`src/rtl/pulse_receiver_duration_capture_pkg.sv`:
```
// Shared definitions for the pulse receiver: FSM state encodings and
// record field placement helpers.
package pulse_receiver_duration_capture_pkg;

  // Capture FSM encodings
  localparam logic [1:0] ST_IDLE       = 2'd0;
  localparam logic [1:0] ST_WAIT_FIRST = 2'd1;
  localparam logic [1:0] ST_MEASURE    = 2'd2;
  localparam logic [1:0] ST_TIMED_OUT  = 2'd3;

  // Duration occupies the low bits of a record
  localparam int REC_DUR_LSB = 0;

  // Level bit sits directly above the duration field
  function automatic int rec_level_bit(input int timer_width);
    return timer_width;
  endfunction

  // Timeout flag is the record MSB
  function automatic int rec_timeout_bit(input int timer_width);
    return timer_width + 1;
  endfunction

endpackage

```
`src/rtl/pulse_receiver_record_fifo.sv`:
```
// Small synchronous record FIFO with first-word-fall-through head.
// A push while full is accepted only when a pop happens in the same cycle.
module pulse_receiver_record_fifo #(
  parameter int DEPTH = 4,
  parameter int WIDTH = 10
) (
  input  logic             clk,
  input  logic             sys_rst,
  input  logic             push,
  input  logic [WIDTH-1:0] push_data,
  input  logic             pop,
  output logic [WIDTH-1:0] pop_data,
  output logic             full,
  output logic             empty
);

  localparam int AW = $clog2(DEPTH);

  logic [WIDTH-1:0] mem_reg [DEPTH];
  logic [AW-1:0]    wr_ptr_reg;
  logic [AW-1:0]    rd_ptr_reg;
  logic [AW:0]      count_reg;
  logic             push_ok;
  logic             pop_ok;

  assign full    = (count_reg == (AW+1)'(DEPTH));
  assign empty   = (count_reg == '0);
  assign pop_ok  = pop & ~empty;
  assign push_ok = push & (~full | pop_ok);

  // Head is presented combinationally; forced to zero while empty
  assign pop_data = empty ? '0 : mem_reg[rd_ptr_reg];

  // Storage write; contents need no reset since the head is masked when empty
  always_ff @(posedge clk) begin
    if (push_ok) mem_reg[wr_ptr_reg] <= push_data;
  end

  // Pointer and occupancy bookkeeping
  always_ff @(posedge clk) begin
    if (sys_rst) begin
      wr_ptr_reg <= '0;
      rd_ptr_reg <= '0;
      count_reg  <= '0;
    end else begin
      if (push_ok) wr_ptr_reg <= wr_ptr_reg + AW'(1);
      if (pop_ok)  rd_ptr_reg <= rd_ptr_reg + AW'(1);
      case ({push_ok, pop_ok})
        2'b10:   count_reg <= count_reg + (AW+1)'(1);
        2'b01:   count_reg <= count_reg - (AW+1)'(1);
        default: count_reg <= count_reg;
      endcase
    end
  end

endmodule

```
`src/rtl/pulse_receiver_duration_capture.sv`:
```
// Measures constant-level segments on rx_in in prescaled ticks and queues
// {timeout, level, duration} records for the CPU side.
module pulse_receiver_duration_capture
  import pulse_receiver_duration_capture_pkg::*;
#(
  parameter int PRESCALER_WIDTH = 16,
  parameter int TIMER_WIDTH     = 8,
  parameter int FIFO_DEPTH      = 4,
  parameter int SYNC_STAGES     = 2
) (
  input  logic                               clk,
  input  logic                               sys_rst,
  input  logic                               en,
  input  logic [$clog2(PRESCALER_WIDTH)-1:0] prescaler,
  input  logic                               rx_in,
  output logic                               out_valid,
  input  logic                               out_ready,
  output logic [TIMER_WIDTH+1:0]             out_data,
  output logic                               overflow,
  input  logic                               clr_overflow
);

  localparam int REC_W           = TIMER_WIDTH + 2;
  localparam int REC_LEVEL_BIT   = rec_level_bit(TIMER_WIDTH);
  localparam int REC_TIMEOUT_BIT = rec_timeout_bit(TIMER_WIDTH);

  logic [SYNC_STAGES-1:0]     sync_reg;
  logic                       rx_s;
  logic                       rx_prev_reg;
  logic                       edge_det;
  logic [1:0]                 state_reg, state_next;
  logic [PRESCALER_WIDTH-1:0] pre_cnt_reg, pre_cnt_next;
  logic [PRESCALER_WIDTH-1:0] pre_max;
  // Extra MSB flags a duration that no longer fits the record field
  logic [TIMER_WIDTH:0]       dur_cnt_reg, dur_cnt_next;
  // The first tick of a segment is absorbed so the counter holds the reported value
  logic                       first_tick_reg, first_tick_next;
  logic                       push;
  logic [REC_W-1:0]           push_data;
  logic                       pop;
  logic                       fifo_full;
  logic                       fifo_empty;
  logic                       drop;
  logic                       overflow_reg;

  assign rx_s     = sync_reg[SYNC_STAGES-1];
  assign edge_det = rx_s ^ rx_prev_reg;
  assign pre_max  = (PRESCALER_WIDTH'(1) << prescaler) - PRESCALER_WIDTH'(1);

  // Line synchronizer plus one-cycle history for edge detection
  always_ff @(posedge clk) begin
    if (sys_rst) begin
      sync_reg    <= '0;
      rx_prev_reg <= 1'b0;
    end else begin
      sync_reg    <= {sync_reg[SYNC_STAGES-2:0], rx_in};
      rx_prev_reg <= rx_s;
    end
  end

  // Capture FSM, tick counters and record generation
  always_comb begin
    state_next      = state_reg;
    pre_cnt_next    = pre_cnt_reg;
    dur_cnt_next    = dur_cnt_reg;
    first_tick_next = first_tick_reg;
    push            = 1'b0;
    push_data       = '0;
    case (state_reg)
      ST_IDLE: begin
        pre_cnt_next    = '0;
        dur_cnt_next    = '0;
        first_tick_next = 1'b0;
        if (en) state_next = ST_WAIT_FIRST;
      end
      ST_WAIT_FIRST: begin
        if (edge_det) begin
          state_next      = ST_MEASURE;
          pre_cnt_next    = '0;
          dur_cnt_next    = '0;
          first_tick_next = 1'b0;
        end
      end
      ST_MEASURE: begin
        if (dur_cnt_reg[TIMER_WIDTH]) begin
          // Saturated: report a timeout; an edge this cycle closes the segment too
          push                                                  = 1'b1;
          push_data[REC_TIMEOUT_BIT]                            = 1'b1;
          push_data[REC_LEVEL_BIT]                              = rx_prev_reg;
          push_data[REC_DUR_LSB +: TIMER_WIDTH]                 = '1;
          pre_cnt_next                                          = '0;
          dur_cnt_next                                          = '0;
          first_tick_next                                       = 1'b0;
          state_next = edge_det ? ST_MEASURE : ST_TIMED_OUT;
        end else if (edge_det) begin
          push                                  = 1'b1;
          push_data[REC_LEVEL_BIT]              = rx_prev_reg;
          push_data[REC_DUR_LSB +: TIMER_WIDTH] = dur_cnt_reg[TIMER_WIDTH-1:0];
          pre_cnt_next                          = '0;
          dur_cnt_next                          = '0;
          first_tick_next                       = 1'b0;
        end else if (pre_cnt_reg == pre_max) begin
          pre_cnt_next = '0;
          if (first_tick_reg) dur_cnt_next = dur_cnt_reg + (TIMER_WIDTH+1)'(1);
          else                first_tick_next = 1'b1;
        end else begin
          pre_cnt_next = pre_cnt_reg + PRESCALER_WIDTH'(1);
        end
      end
      ST_TIMED_OUT: begin
        if (edge_det) begin
          state_next      = ST_MEASURE;
          pre_cnt_next    = '0;
          dur_cnt_next    = '0;
          first_tick_next = 1'b0;
        end
      end
      default: state_next = ST_IDLE;
    endcase
    // Disabling abandons any segment in progress; queued records survive
    if (!en) begin
      state_next      = ST_IDLE;
      pre_cnt_next    = '0;
      dur_cnt_next    = '0;
      first_tick_next = 1'b0;
      push            = 1'b0;
    end
  end

  // FSM and counter registers
  always_ff @(posedge clk) begin
    if (sys_rst) begin
      state_reg      <= ST_IDLE;
      pre_cnt_reg    <= '0;
      dur_cnt_reg    <= '0;
      first_tick_reg <= 1'b0;
    end else begin
      state_reg      <= state_next;
      pre_cnt_reg    <= pre_cnt_next;
      dur_cnt_reg    <= dur_cnt_next;
      first_tick_reg <= first_tick_next;
    end
  end

  assign pop  = out_ready & ~fifo_empty;
  assign drop = push & fifo_full & ~pop;

  pulse_receiver_record_fifo #(
    .DEPTH (FIFO_DEPTH),
    .WIDTH (REC_W)
  ) u_fifo (
    .clk       (clk),
    .sys_rst   (sys_rst),
    .push      (push),
    .push_data (push_data),
    .pop       (pop),
    .pop_data  (out_data),
    .full      (fifo_full),
    .empty     (fifo_empty)
  );

  // Sticky drop flag; a new drop wins over a simultaneous clear
  always_ff @(posedge clk) begin
    if (sys_rst)           overflow_reg <= 1'b0;
    else if (drop)         overflow_reg <= 1'b1;
    else if (clr_overflow) overflow_reg <= 1'b0;
  end

  assign out_valid = ~fifo_empty;
  assign overflow  = overflow_reg;

endmodule

```
`config.mk`:
```
export PLATFORM = sky130hd
export DESIGN_NAME = pulse_receiver_duration_capture
export DESIGN_NICKNAME = d
export VERILOG_FILES = /design/src/rtl/pulse_receiver_duration_capture_pkg.sv /design/src/rtl/pulse_receiver_record_fifo.sv /design/src/rtl/pulse_receiver_duration_capture.sv
export SDC_FILE = /design/constraint.sdc
export NUM_CORES = 1
export LEC_CHECK = 0
export CAP_MARGIN = 10
export CELL_PAD_IN_SITES_DETAIL_PLACEMENT = 1
export CELL_PAD_IN_SITES_GLOBAL_PLACEMENT = 1
export CORE_ASPECT_RATIO = 1.4
export CORE_MARGIN = 3
export CORE_UTILIZATION = 45
export DETAILED_ROUTE_END_ITERATION = 8
export GPL_TIMING_DRIVEN = 0
export PLACE_DENSITY = 0.79
export SLEW_MARGIN = 20
export SYNTH_ARGS = -nofsm -noshare
export SYNTH_HDL_FRONTEND = slang
export SYNTH_SLANG_ARGS = --single-unit
```
`constraint.sdc`:
```
create_clock -name clk -period 8.9 [get_ports clk]
set_input_delay 0.89 -clock clk [delete_from_list [all_inputs] [get_ports clk]]
set_output_delay 0.89 -clock clk [all_outputs]
set_load 0.1 [all_outputs]
```
==> results of run 1 <==
-- layer usage --
metal	global-route usage (%)	part of all wire, %
met5	0	0
met4	7.31	2.1
met3	3.56	2.0
met2	37.6	57
met1	21.1	39
-- worst paths after layout --
check / depth (start not counted) / slack [ns] / end / start
setup / recovery: 14 / 4.55 / pre_cnt_reg[4] / prescaler[3]
hold / removal: 1 / 0.44 / sync_reg[1] / sync_reg[0]
setup reg to reg: 9 / 6.19 / pre_cnt_reg[4] / pre_cnt_reg[9]
hold reg to reg: 1 / 0.44 / sync_reg[1] / sync_reg[0]
-- cell usage in the layout (no fill, tap or decap), types with 4 or more instances in the layout --
| master | instances |
|---|---|
| nor3_1 | 10 |
| a211oi_1 | 5 |
| clkbuf_16 | 10 |
| and2_1 | 20 |
| nor2b_1 | 7 |
| ha_1 | 8 |
| o21ai_0 | 9 |
| edfxtp_1 | 40 |
| nand4_1 | 6 |
| and3_1 | 6 |
| mux2i_1 | 5 |
| clkdlybuf4s50_1 | 20 |
| nand2b_1 | 5 |
| nand2_1 | 23 |
| nor2_1 | 56 |
| mux4_2 | 10 |
| o21a_1 | 4 |
| xor2_1 | 9 |
| nor4b_1 | 4 |
| a21oi_1 | 16 |
| or4_1 | 5 |
| or3_1 | 5 |
| xnor2_1 | 12 |
| inv_1 | 15 |
| nand3_1 | 12 |
| clkbuf_1 | 15 |
| o211ai_1 | 6 |
| dfxtp_1 | 41 |
-- through the flow --
stage	setup slack, ns	hold WS, ns	util [%]	area (sq um)	std cells
floorplan	5.37	0.414	-	4080	396
global placement	4.35	0.435	50.6	4410	521
detailed placement	4.28	0.433	50.6	4410	521
CTS	4.59	0.454	54.4	4740	537
global route	4.25	0.467	54.4	4740	537
finish	4.55	0.444	54.4	4740	537
-- cells by family after synthesis --
family | synth area share [%]
and+or+nand+nor | 22.6
DFF | 49.6
AOI/OAI and AO/OA | 10.2
buffers and inverters | 3.38
xor gates and xnor gates | 4.51
muxes | 6.75
adders and majority gates | 2.95
-- worst max-delay path: cells and delay by family --
kind	cells	cell delay (ns)
buf+inv	4	1.27
simple gates	6	1.23
compound gates	2	0.77
fa+ha+maj	1	0.21
xor+xnor	1	0.19
-- power by group through the flow --
stage               clock network, mW  logic (mW)  registers [mW]
finish                          0.397      0.0314           0.389
global route                    0.422      0.0346           0.389
CTS                             0.405      0.0314           0.389
detailed placement                  0      0.0312           0.397
global placement                    0      0.0301           0.397
floorplan                           0      0.0201           0.397
-- area by class of cell --
cell class | count | area (sq um) | share of cell area, %
Inverter | 15 | 56.3 | 1.19
Buffer | 19 | 81.3 | 1.72
Clock buffer | 15 | 300 | 6.34
Sequential cell | 81 | 2020 | 42.7
Timing Repair Buffer | 20 | 200 | 4.22
Clock inverter | 1 | 30.0 | 0.634
Tap cell | 105 | 131 | 2.77
Multi-Input combinational cell | 281 | 1920 | 40.5
==> impl_metrics.py, run 1 <==
metrics = {
    "outcome": {
        "status": "complete, no violations",
    },
    "cells_and_area": {
        "finish.net_count": 446,
        "syn2layout_area_growth_pct": 16.2,
        "layout-drive-gt1-share_pct": 7.87,
        "largest_reg_flops": 40,
        "n_antenna_cell": 0,
        "fillers": 975,
    },
    "critical_path": {
        "start_kind": "input pin",
        "slowest_delay_ns": 0.50,
        "cp-end-kind": "flop",
        "cp_max_fo": 10,
        "crit_top_cell": "buf_2",
        "cp.required_ns": 9.11,
        "criticalPathCategory": "in2reg",
        "slowest_stage": "clkdlybuf4s50_1",
        "crit_chain": "clkdlybuf4s50_1, buf_2, nor3_1, nand2_1, ha_1, clkbuf_1, nor4b_1, a221oi_1, xnor2_1, nor4b_4, nand3b_2, a21oi_1, buf_2, nor2_1",
        "cp.arrival_ns": 4.56,
    },
    "synth": {
        "syn-cell-area_sq_mm": 0.00408,
        "netlist_instances": 396,
        "async_flop_share_pct": 0,
        "synth.avg_cell_area_sq_um": 10.3,
        "synthesis.nets": 415,
        "synth_top_area_share_pct": 29.5,
        "synth_seq_area_share_pct": 49.6,
        "ys_seq_elements": 81,
        "ys_top_cells_by_area": "edfxtp_1 29%, dfxtp_1 20%, mux4_2 5.5%",
        "synth_edf_count": 40,
        "synth_cell_types": 57,
        "yosysMostFrequentCell": "nor2_1",
        "synth_warnings": 0,
        "synth_top_area_cell": "edfxtp_1",
        "synth_commonest_cells": "56 x nor2_1, 41 x dfxtp_1, 40 x edfxtp_1, 23 x nand2_1, 20 x and2_1",
        "ys.flop_type": "dfxtp_1",
    },
    "timing": {
        "finalHoldViolCount": 0,
        "setup_viol": 0,
        "rsz0062_at_grt": "false",
        "fmax_ghz": 0.230,
        "skew_ns": 0.00514,
        "layout_min_cycle_time_ns": 4.35,
        "maxSlewHeadroom_pct": 33.3,
        "tns_ns": 0,
        "maxSlewViolCount": 0,
        "tightest_slew_ns": 0.998,
        "fin_crit_sh_pct": 48.9,
    },
    "pwr": {
        "p_per_area_mw_per_mm2": 173,
        "p_sw_share_pct": 19.3,
        "ir_worst_vdd_mv": 0.109,
        "clkPwrFrac_pct": 48.6,
        "p_int_uw": 660,
        "p_leak_nw": 1.60,
        "p_switching_uw": 158,
        "p_total_uw": 818,
        "seq_power_share_pct": 47.6,
        "power_frac_comb_pct": 3.8,
    },
    "route": {
        "ant_nets": 0,
        "dr_total_vias": 3105,
        "routed_wl_um": 9570,
        "routedWlPerCell_um": 17.8,
        "drc_errors": 0,
        "drt-initial-drc-count": 122,
        "routed_via_density": 5.78,
        "dr.pass1.iters": 4,
    },
    "placed_design": {
        "port_buffers": 20,
        "dpl.hpwl_um": 7020,
        "gp_congestion": 0.865,
    },
    "cts": {
        "cts_setup_buffers": 0,
        "path_clk_slew_ns": 0.06,
        "cts_root_buf": "clkbuf_16",
        "cts_tree": "done",
        "clock_path_buffers": 2,
        "clock_latency_ns": 0.33,
        "h-tree-depth": 3,
        "cts_buffers": 9,
        "hold_buffers": 0,
        "clock_sinks": 81,
        "cts-resized-gates": 0,
    },
    "floorplanning": {
        "die_h_um": 119,
        "start_util_pct": 46.8,
        "die_w_um": 86.5,
        "core_area_sq_mm": 0.00871,
        "rows": 40,
        "ios": 22,
        "die-area_sq_mm": 0.0103,
    },
    "worst_hold_path": {
        "hold_path.class": "reg2reg",
    },
    "global_route": {
        "gr-total-overflow": 0,
        "grt_pass1_vias": 3280,
        "antenna_found_initial": 0,
        "grt_max_degree": 14,
        "grt_pass1_wl_um": 16000,
        "grt_use_total_pct": 19.9,
    },
    "job": {
        "maxCapViolations": 0,
    },
}
Power figures use the tool's default switching activity.
==> run 2: changes to the inputs <==
==> constraint.sdc (replaced) <==
create_clock -name clk -period 4.2 [get_ports clk]
set_input_delay 0.42 -clock clk [delete_from_list [all_inputs] [get_ports clk]]
set_output_delay 0.42 -clock clk [all_outputs]
set_load 0.1 [all_outputs]
==> results of run 2 <==
The final DEF is identical to that of run 1. Status: complete, no violations.
Among the figures that moved: setup slack after placement 4.28 ns -> 0.0488 ns; setup slack after layout 4.55 ns -> 0.319 ns; register-to-register setup slack 6.19 ns -> 1.49 ns; total power 0.818 mW -> 1.73 mW; worst IR drop on VDD 0.109 mV -> 0.230 mV
==> run 3: changes to the inputs <==
--- a/config.mk
+++ b/config.mk
@@ -5,15 +5,17 @@
 export SDC_FILE = /design/constraint.sdc
 export NUM_CORES = 1
 export LEC_CHECK = 0
+export ABC_AREA = 1
 export CAP_MARGIN = 10
 export CELL_PAD_IN_SITES_DETAIL_PLACEMENT = 1
 export CELL_PAD_IN_SITES_GLOBAL_PLACEMENT = 1
 export CORE_ASPECT_RATIO = 1.4
 export CORE_MARGIN = 3
-export CORE_UTILIZATION = 45
+export CORE_UTILIZATION = 44
 export DETAILED_ROUTE_END_ITERATION = 8
 export GPL_TIMING_DRIVEN = 0
-export PLACE_DENSITY = 0.79
+export PLACE_DENSITY = 0.82
+export REMOVE_ABC_BUFFERS = 1
 export SLEW_MARGIN = 20
 export SYNTH_ARGS = -nofsm -noshare
 export SYNTH_HDL_FRONTEND = slang
==> run 3 against run 2 <==
Sequential cell count unchanged. Wire length is 15% higher. Maximum frequency grew 11%. Clock power shrank 16%. Largest cell class unchanged. Highest routed layer unchanged.
==> impl_metrics.py, run 3 <==
metrics = {
    "synth": {
        "synth_commonest_cells": "125 x nor2_1, 117 x nand2_1, 67 x inv_1, 41 x dfxtp_1, 40 x edfxtp_1",
        "netlist_instances": 561,
        "ys.flop_type": "dfxtp_1",
        "ys_top_cells_by_area": "edfxtp_1 28%, dfxtp_1 19%, nor2_1 11%",
        "synth_cell_types": 28,
        "ys_seq_elements": 81,
        "synth_top_area_cell": "edfxtp_1",
        "synth_top_area_share_pct": 28.5,
        "synth_edf_count": 40,
        "async_flop_share_pct": 0,
        "synth_warnings": 0,
        "synth.avg_cell_area_sq_um": 7.53,
        "synth_seq_area_share_pct": 47.9,
        "syn-cell-area_sq_mm": 0.00422,
        "yosysMostFrequentCell": "nor2_1",
    },
    "route": {
        "dr.pass1.iters": 4,
        "dr_total_vias": 3659,
        "routedWlPerCell_um": 15.9,
        "routed_via_density": 5.30,
        "routed_wl_um": 11000,
        "drc_errors": 0,
        "ant_nets": 0,
        "drt-initial-drc-count": 115,
    },
    "cts": {
        "cts_tree": "done",
        "clock_sinks": 81,
        "clock_latency_ns": 0.33,
        "cts-resized-gates": 0,
        "cts_buffers": 9,
        "hold_buffers": 0,
        "clock_path_buffers": 2,
        "h-tree-depth": 3,
        "cts_root_buf": "clkbuf_16",
        "cts_setup_buffers": 0,
        "path_clk_slew_ns": 0.06,
    },
    "critical_path": {
        "reg2reg_depth": 14,
        "criticalPathCategory": "reg2out",
        "cp-end-kind": "output port",
        "cp_max_fo": 11,
        "crit_chain": "clkinv_1, nor2_1, o21ai_0, a21oi_1, clkdlybuf4s50_1",
        "regToRegSetupSlack_ns": 1.49,
        "cp.arrival_ns": 3.07,
        "r2r_start": "sync_reg[1]",
        "cp.required_ns": 3.78,
        "worstReg2RegEnd": "pre_cnt_reg[14]",
        "slowest_delay_ns": 1.15,
        "start_kind": "flop",
        "slowest_stage": "clkdlybuf4s50_1",
    },
    "floorplanning": {
        "start_util_pct": 46.0,
        "die_w_um": 88.8,
        "rows": 41,
        "core_area_sq_mm": 0.00918,
        "ios": 22,
        "die-area_sq_mm": 0.0108,
        "die_h_um": 122,
    },
    "pwr": {
        "p_per_area_mw_per_mm2": 588,
        "ir_worst_vdd_mv": 0.237,
        "p_leak_nw": 1.83,
        "p_total_mw": 2.80,
    },
    "placed_design": {
        "gp_congestion": 0.880,
        "dpl.hpwl_um": 8240,
        "port_buffers": 21,
    },
    "timing": {
        "maxSlewViolCount": 0,
        "tns_ns": 0,
        "maxSlewHeadroom_pct": 31.1,
        "tightest_slew_ns": 1.03,
        "layout_min_cycle_time_ns": 3.49,
        "fmax_ghz": 0.286,
        "skew_ns": 0.00466,
        "finalHoldViolCount": 0,
        "rsz0062_at_grt": "false",
        "fin_crit_sh_pct": 83.2,
        "setup_viol": 0,
    },
    "cells_and_area": {
        "syn2layout_area_growth_pct": 12.9,
        "finish.net_count": 598,
        "final_cell_mix": "125 x nor2_1, 117 x nand2_1, 67 x inv_1, 41 x dfxtp_1, 40 x edfxtp_1",
        "final_util_pct": 51.9,
        "layout-drive-gt1-share_pct": 3.77,
        "fillers": 1165,
        "largest_reg_flops": 40,
        "n_antenna_cell": 0,
        "final_common_cell": "nor2_1",
    },
    "global_route": {
        "grt_pass1_vias": 3956,
        "antenna_found_initial": 0,
        "grt_use_total_pct": 21.9,
        "grt_max_degree": 22,
        "gr-total-overflow": 0,
        "grt_pass1_wl_um": 18300,
    },
    "worst_hold_path": {
        "hp-start": "sync_reg[0]",
        "holdPathStages": 2,
        "hold_path.class": "reg2reg",
        "min_to": "sync_reg[1]",
    },
    "outcome": {
        "status": "complete, no violations",
    },
    "job": {
        "maxCapViolations": 0,
    },
}
-- run 3: metal layers --
| metal | share of wire [%] | global-route usage (%) |
|---|---|---|
| met4 | 3.5 | 9.26 |
| met2 | 56 | 42.7 |
| met3 | 1.9 | 4.33 |
| met5 | 0 | 0 |
| met1 | 38 | 21.5 |
-- run 3: worst max-delay path, delay by kind of cell, from the launching register on --
family | cells | cell delay [ns]
simple gates | 1 | 0.23
compound gates | 2 | 0.27
flops | 1 | 0.62
buf+inv | 2 | 1.61
-- run 3: worst max-delay path by stage --
| stage | start | to | slack (ns) |
|---|---|---|---|
| 6_report | flop | out_data[7] | 0.71 |
| 5_1_grt | flop | out_data[7] | 0.48 |
| 4_1_cts | flop | out_data[0] | 0.68 |
| 3_5_place_dp | prescaler[3] | pre_cnt_reg[9] | 0.65 |
| 3_3_place_gp | prescaler[3] | pre_cnt_reg[9] | 0.70 |
| 2_1_floorplan | u_fifo.count_reg[0] | out_data[0] | 0.84 |
-- run 3: layout make-up --
| class | instances | area, sq um | share of cell area (%) |
|---|---|---|---|
| clock buffer | 11 | 233 | 4.88 |
| inverter | 73 | 274 | 5.75 |
| multi-input combinational | 393 | 1860 | 39.0 |
| sequential | 81 | 2020 | 42.4 |
| tap | 107 | 134 | 2.81 |
| clock inverter | 5 | 32.5 | 0.683 |
| timing repair buffer | 21 | 210 | 4.41 |
-- run 3: logic make-up (layout without fill, tap and decap cells) --
family / count (synthesis) / count (layout) / share of synthesized area, %
and+or+nand+nor: 309 / 309 / 30.7
adders and majority gates: 9 / 9 / 2.85
buffers and inverters: 87 / 110 / 8.03
xor gates and xnor gates: 13 / 13 / 2.70
DFF: 81 / 81 / 47.9
AOI/OAI and AO/OA: 62 / 62 / 7.82
-- run 3: metrics by stage --
stage,hold slack (ns),cells,cell area [sq um],setup WS [ns]
5_1_grt,0.459,691,4770,0.481
3_5_place_dp,0.404,675,4500,0.646
4_1_cts,0.414,691,4770,0.680
2_1_floorplan,0.388,547,4160,0.836
3_3_place_gp,0.402,675,4500,0.699
6_report,0.409,691,4770,0.706
-- run 3: report_power, final --
| part | internal (mW) | switching (mW) | total (mW) |
|---|---|---|---|
| sequential | 0.847 | 0.0433 | 0.891 |
| clock | 0.398 | 0.310 | 0.709 |
| combinational | 0.251 | 0.954 | 1.20 |
| total | 1.50 | 1.31 | 2.80 |
==> patch 1, RTL diff (flow settings as in run 3) <==
`TIMER_WIDTH`: 8 -> 12.
--- a/src/rtl/pulse_receiver_duration_capture.sv
+++ b/src/rtl/pulse_receiver_duration_capture.sv
@@ -4,7 +4,7 @@
   import pulse_receiver_duration_capture_pkg::*;
 #(
   parameter int PRESCALER_WIDTH = 16,
-  parameter int TIMER_WIDTH     = 8,
+  parameter int TIMER_WIDTH     = 12,
   parameter int FIFO_DEPTH      = 4,
   parameter int SYNC_STAGES     = 2
 ) (
Interface: changed (resized out_data); port bits go from 22 to 26. No check against the original RTL was run, so the function may have changed too.
==> patch 1 against run 3 <==
Final area is 23% higher; synthesized area is 23% higher; worst setup slack worse by 0.26 ns; count of clock-buffer cells in the layout stayed put; wire length is 22% higher; sequential cell count is 20 higher; register-to-register slack better by 0.15 ns; highest routed layer unchanged; power hardly changed; clock power is 20% higher; largest power group is now sequential cells.
==> patch 1: results <==
[run_status]
status = "complete, no violations"

[pwr]
combPwrFrac = 0.300
peakVddDrop_v = 0.0002088
power_combinational_w = 0.000842
p_int_w = 0.001727
p_seq_w = 0.00111
power.leakage_nw = 2.218

[placed_design]
dp.cells = 829
routabilityCongestion = 0.8502
place_ws_ns = 0.5630
placed_area_um2 = 5538
place_hpwl_um = 9697
numPortBuffers = 25

[cells_and_area]
largest_register_ffs = 56
nNetsFinal = 715
final_cells = 845
drive_above_1_share = 0.03852

[synth]
synth_mux_area_frac = 0
synth_adder_area_share = 0.02318
synth.distinct_cells = 33
syn_inst = 678
synth.area.top_cells = "edfxtp_1, dfxtp_1, nor2_1"
synth-main-ff-cell = "edfxtp_1"
synth_commonest_cells = "nor2_1, nand2_1, inv_1"
synth-compound-area-share = 0.09177
ys_seq_area_frac = 0.4984
synth_edf_count = 56
synth_xor_area_frac = 0.02705

[timing]
fin_worst_skew_ns = 0.009935
whs_ns = 0.4222
tightest_slew_ns = 0.9762

[global_route]
grt_pass1_vias = 4735
met1_usage = 0.2144
gr-usage-met3 = 0.03330
grt_max_degree = 30
grt_pass1_wl_um = 22400
grt_use_total = 0.2137

[detailed_routing]
avgViaCountPerCell = 5.263
avgRoutedWirePerCell_um = 15.92
met1Wirelength_um = 5065
wl_met3_um = 288
dr_wl_met2_um = 7565
drt_iter0_markers = 143

[clock_tree]
root_buffer = "clkbuf_16"
clk_latency_ns = 0.35

[worst_setup_path]
critPathArrivalTime_ns = 3.33
reg2reg_to = "pre_cnt_reg[12]$_SDFFE_PP0P_"
reg2reg_slack_ns = 1.64
cp_max_fo = 15
reg2reg_depth = 13

[min_path]
worstHoldStart = "sync_reg[0]$_SDFF_PP0_"
whs_endpoint = "sync_reg[1]$_SDFF_PP0_"
-- patch 1: cell count changes after synthesis, moves of 3 or more --
cell	delta
o21ai_0	+18
nor2_1	+33
dfxtp_1	+4
nand3_1	-5
a21oi_1	+16
edfxtp_1	+16
nand2_1	+19
buf_1	+3
inv_1	+17
nor3b_1	-4
-- patch 1: worst max path at each step --
stage	slack (ns)	cells after the start	to	start
after global routing	0.31	5	out_data[9]	register
after detailed placement	0.56	19	dur_cnt_reg[3]$_SDFFE_PP0P_	prescaler[3]
after global placement	0.66	18	pre_cnt_reg[10]$_SDFFE_PP0P_	prescaler[3]
after floorplan	0.78	4	out_data[0]	u_fifo.count_reg[0]$_SDFFE_PP0P_
after CTS	0.16	4	out_data[1]	register
final	0.45	5	out_data[1]	register
-- patch 1: layout make-up --
cell class	count	area (um^2)
fill	1438	5555
sequential	101	2584
multi-input combinational	472	2198
inverter	87	326.6
timing repair buffer	25	250.2
clock buffer	11	242.7
tap	144	180.2
clock inverter	5	58.81
==> patch 2, RTL diff (config.mk and constraints of run 3) <==
Without the edit above. Put one more register stage on the output `overflow`. The value now appears one clock later. The other outputs are not delayed to match.
--- a/src/rtl/pulse_receiver_duration_capture.sv
+++ b/src/rtl/pulse_receiver_duration_capture.sv
@@ -167,7 +167,13 @@
   end
 
   assign out_valid = ~fifo_empty;
-  assign overflow  = overflow_reg;
+  always_ff @(posedge clk) begin
+    if (sys_rst) begin
+      overflow <= '0;
+    end else begin
+      overflow <= overflow_reg;
+    end
+  end
 
 endmodule
 
Function: changed (Yosys sat finds a counterexample within 10 cycles, from zero or initial values and one cycle with sys_rst high).
==> patch 2 against run 3 <==
Final area is 5.8% higher; power shrank 7.3%; wire length increased by 2.7%; worst setup slack improved by 0.024 ns; final cell count rose by 5.8%; first-iteration DRC count shrank 17%; sequential cell count rose by 1; die area up 5.2%; maximum frequency is 0.69% higher; synthesized area up 5.5%; critical path depth stayed put; clock skew grew 0.00050 ns; critical path type unchanged; critical endpoint unchanged; largest power group unchanged.
==> patch 2: results <==
[run_status]
status = "complete, no violations"

[synth]
yosysWarnings = 0
synth_edf_count = 40
syn_inst = 574
synth-main-ff-cell = "dfxtp_1"
synth_commonest_cells = "nand2_1, nor2_1, inv_1"
synth.area.top_cells = "edfxtp_1, dfxtp_1, nand2_1"
ys_seq_area_frac = 0.4584

[clock_tree]
htreeDepth = 3
clk_pin_slew_worst_paths_ns = 0.06
cts_resized = 0

[detailed_routing]
avgViaCountPerCell = 5.222
avgRoutedWirePerCell_um = 15.44
drt_iter0_markers = 96
wl_um = 11290

[cells_and_area]
drive_above_1_share = 0.09015
nNetsFinal = 613
fillers = 1234

[timing]
max_freq_ghz = 0.2882
fin_worst_skew_ns = 0.005159
tightest_slew_ns = 1.048

[worst_setup_path]
reg2reg_depth = 9
reg2reg_to = "u_fifo.mem_reg[1][0]$_DFFE_PP_"
startpoint_type = "register"
crit_end = "out_data[7]"
reg2reg_slack_ns = 1.12

[job]
maxCapViolCount = 0

[pwr]
power.leakage_nw = 1.932
peakVddDrop_v = 0.0002004

[placed_design]
place_hpwl_um = 8637
dp.cells = 715
routabilityCongestion = 0.8982
place_ws_ns = 0.7139

[global_route]
grt_use_total = 0.2109
grt_pass1_vias = 4146
grt_pass1_wl_um = 19420
patch 2: final cells by class:
type / count / area [um^2] / share of cell area
flip-flops and latches: 82 / 2042 / 0.4051
multi-input cells: 399 / 2022 / 0.4011
inverters: 81 / 306.5 / 0.06081
clock buffers: 10 / 229.0 / 0.04542
repair buffers: 21 / 210.2 / 0.04170
well taps: 132 / 165.2 / 0.03276
clock inverters: 6 / 66.31 / 0.01315
patch 2: power by group:
| part | internal (W) | leakage, nW | total (W) | switching [W] |
|---|---|---|---|---|
| Sequential | 0.000855 | 0.709 | 0.000896 | 0.0000408 |
| Clock | 0.000462 | 0.137 | 0.000778 | 0.000316 |
| Combinational | 0.000199 | 1.09 | 0.000926 | 0.000727 |
| Total | 0.00152 | 1.93 | 0.00260 | 0.00108 |
patch 2: cell families after synthesis:
logic type               count (synthesis)  share of synthesized area
XOR/XNOR                                 9                    0.01770
AO/OA/AOI/OAI                           73                    0.08708
AND/OR/NAND/NOR                        308                     0.3222
adder cells (fa/ha/maj)                  9                    0.02697
buffers and inverters                   93                    0.08764
flip-flops                              82                     0.4584
patch 2: worst min-delay path by stage:
stage	slack, ns	from	endpoint	cells past startpoint
floorplan	0.39	sync_reg[0]$_SDFF_PP0_	sync_reg[1]$_SDFF_PP0_	2
global placement	0.39	sync_reg[0]$_SDFF_PP0_	sync_reg[1]$_SDFF_PP0_	2
detailed placement	0.41	sync_reg[0]$_SDFF_PP0_	sync_reg[1]$_SDFF_PP0_	2
CTS	0.42	sync_reg[0]$_SDFF_PP0_	sync_reg[1]$_SDFF_PP0_	2
global route	0.44	sync_reg[0]$_SDFF_PP0_	sync_reg[1]$_SDFF_PP0_	2
finish	0.42	sync_reg[0]$_SDFF_PP0_	sync_reg[1]$_SDFF_PP0_	2
patch 2: worst reg2reg max path, delay by kind of cell (launching register included):
kind                       cells  cell delay [ns]
buffers and inverters          3             0.45
DFF                            1             0.31
adders and majority gates      1             0.39
and+or+nand+nor                5             1.55
patch 2: per-layer routing:
| layer | part of all wire | GRT usage | up-vias |
|---|---|---|---|
| met3 | 0.020 | 0.03486 | 25 |
| met2 | 0.58 | 0.4228 | 45 |
| met5 | 0 | 0 | - |
| li1 | - | - | 1903 |
| met4 | 0.024 | 0.07194 | 0 |
| met1 | 0.38 | 0.2143 | 1844 |
patch 2: stage by stage:
stage          area (um^2)  total power (W)    util
2_1_floorplan         4370         0.001610       -
3_3_place_gp          4746         0.001814  0.4908
3_5_place_dp          4746         0.001845  0.4908
4_1_cts               5041         0.002624  0.5214
5_1_grt               5041         0.002711  0.5214
6_report              5041         0.002599  0.5214
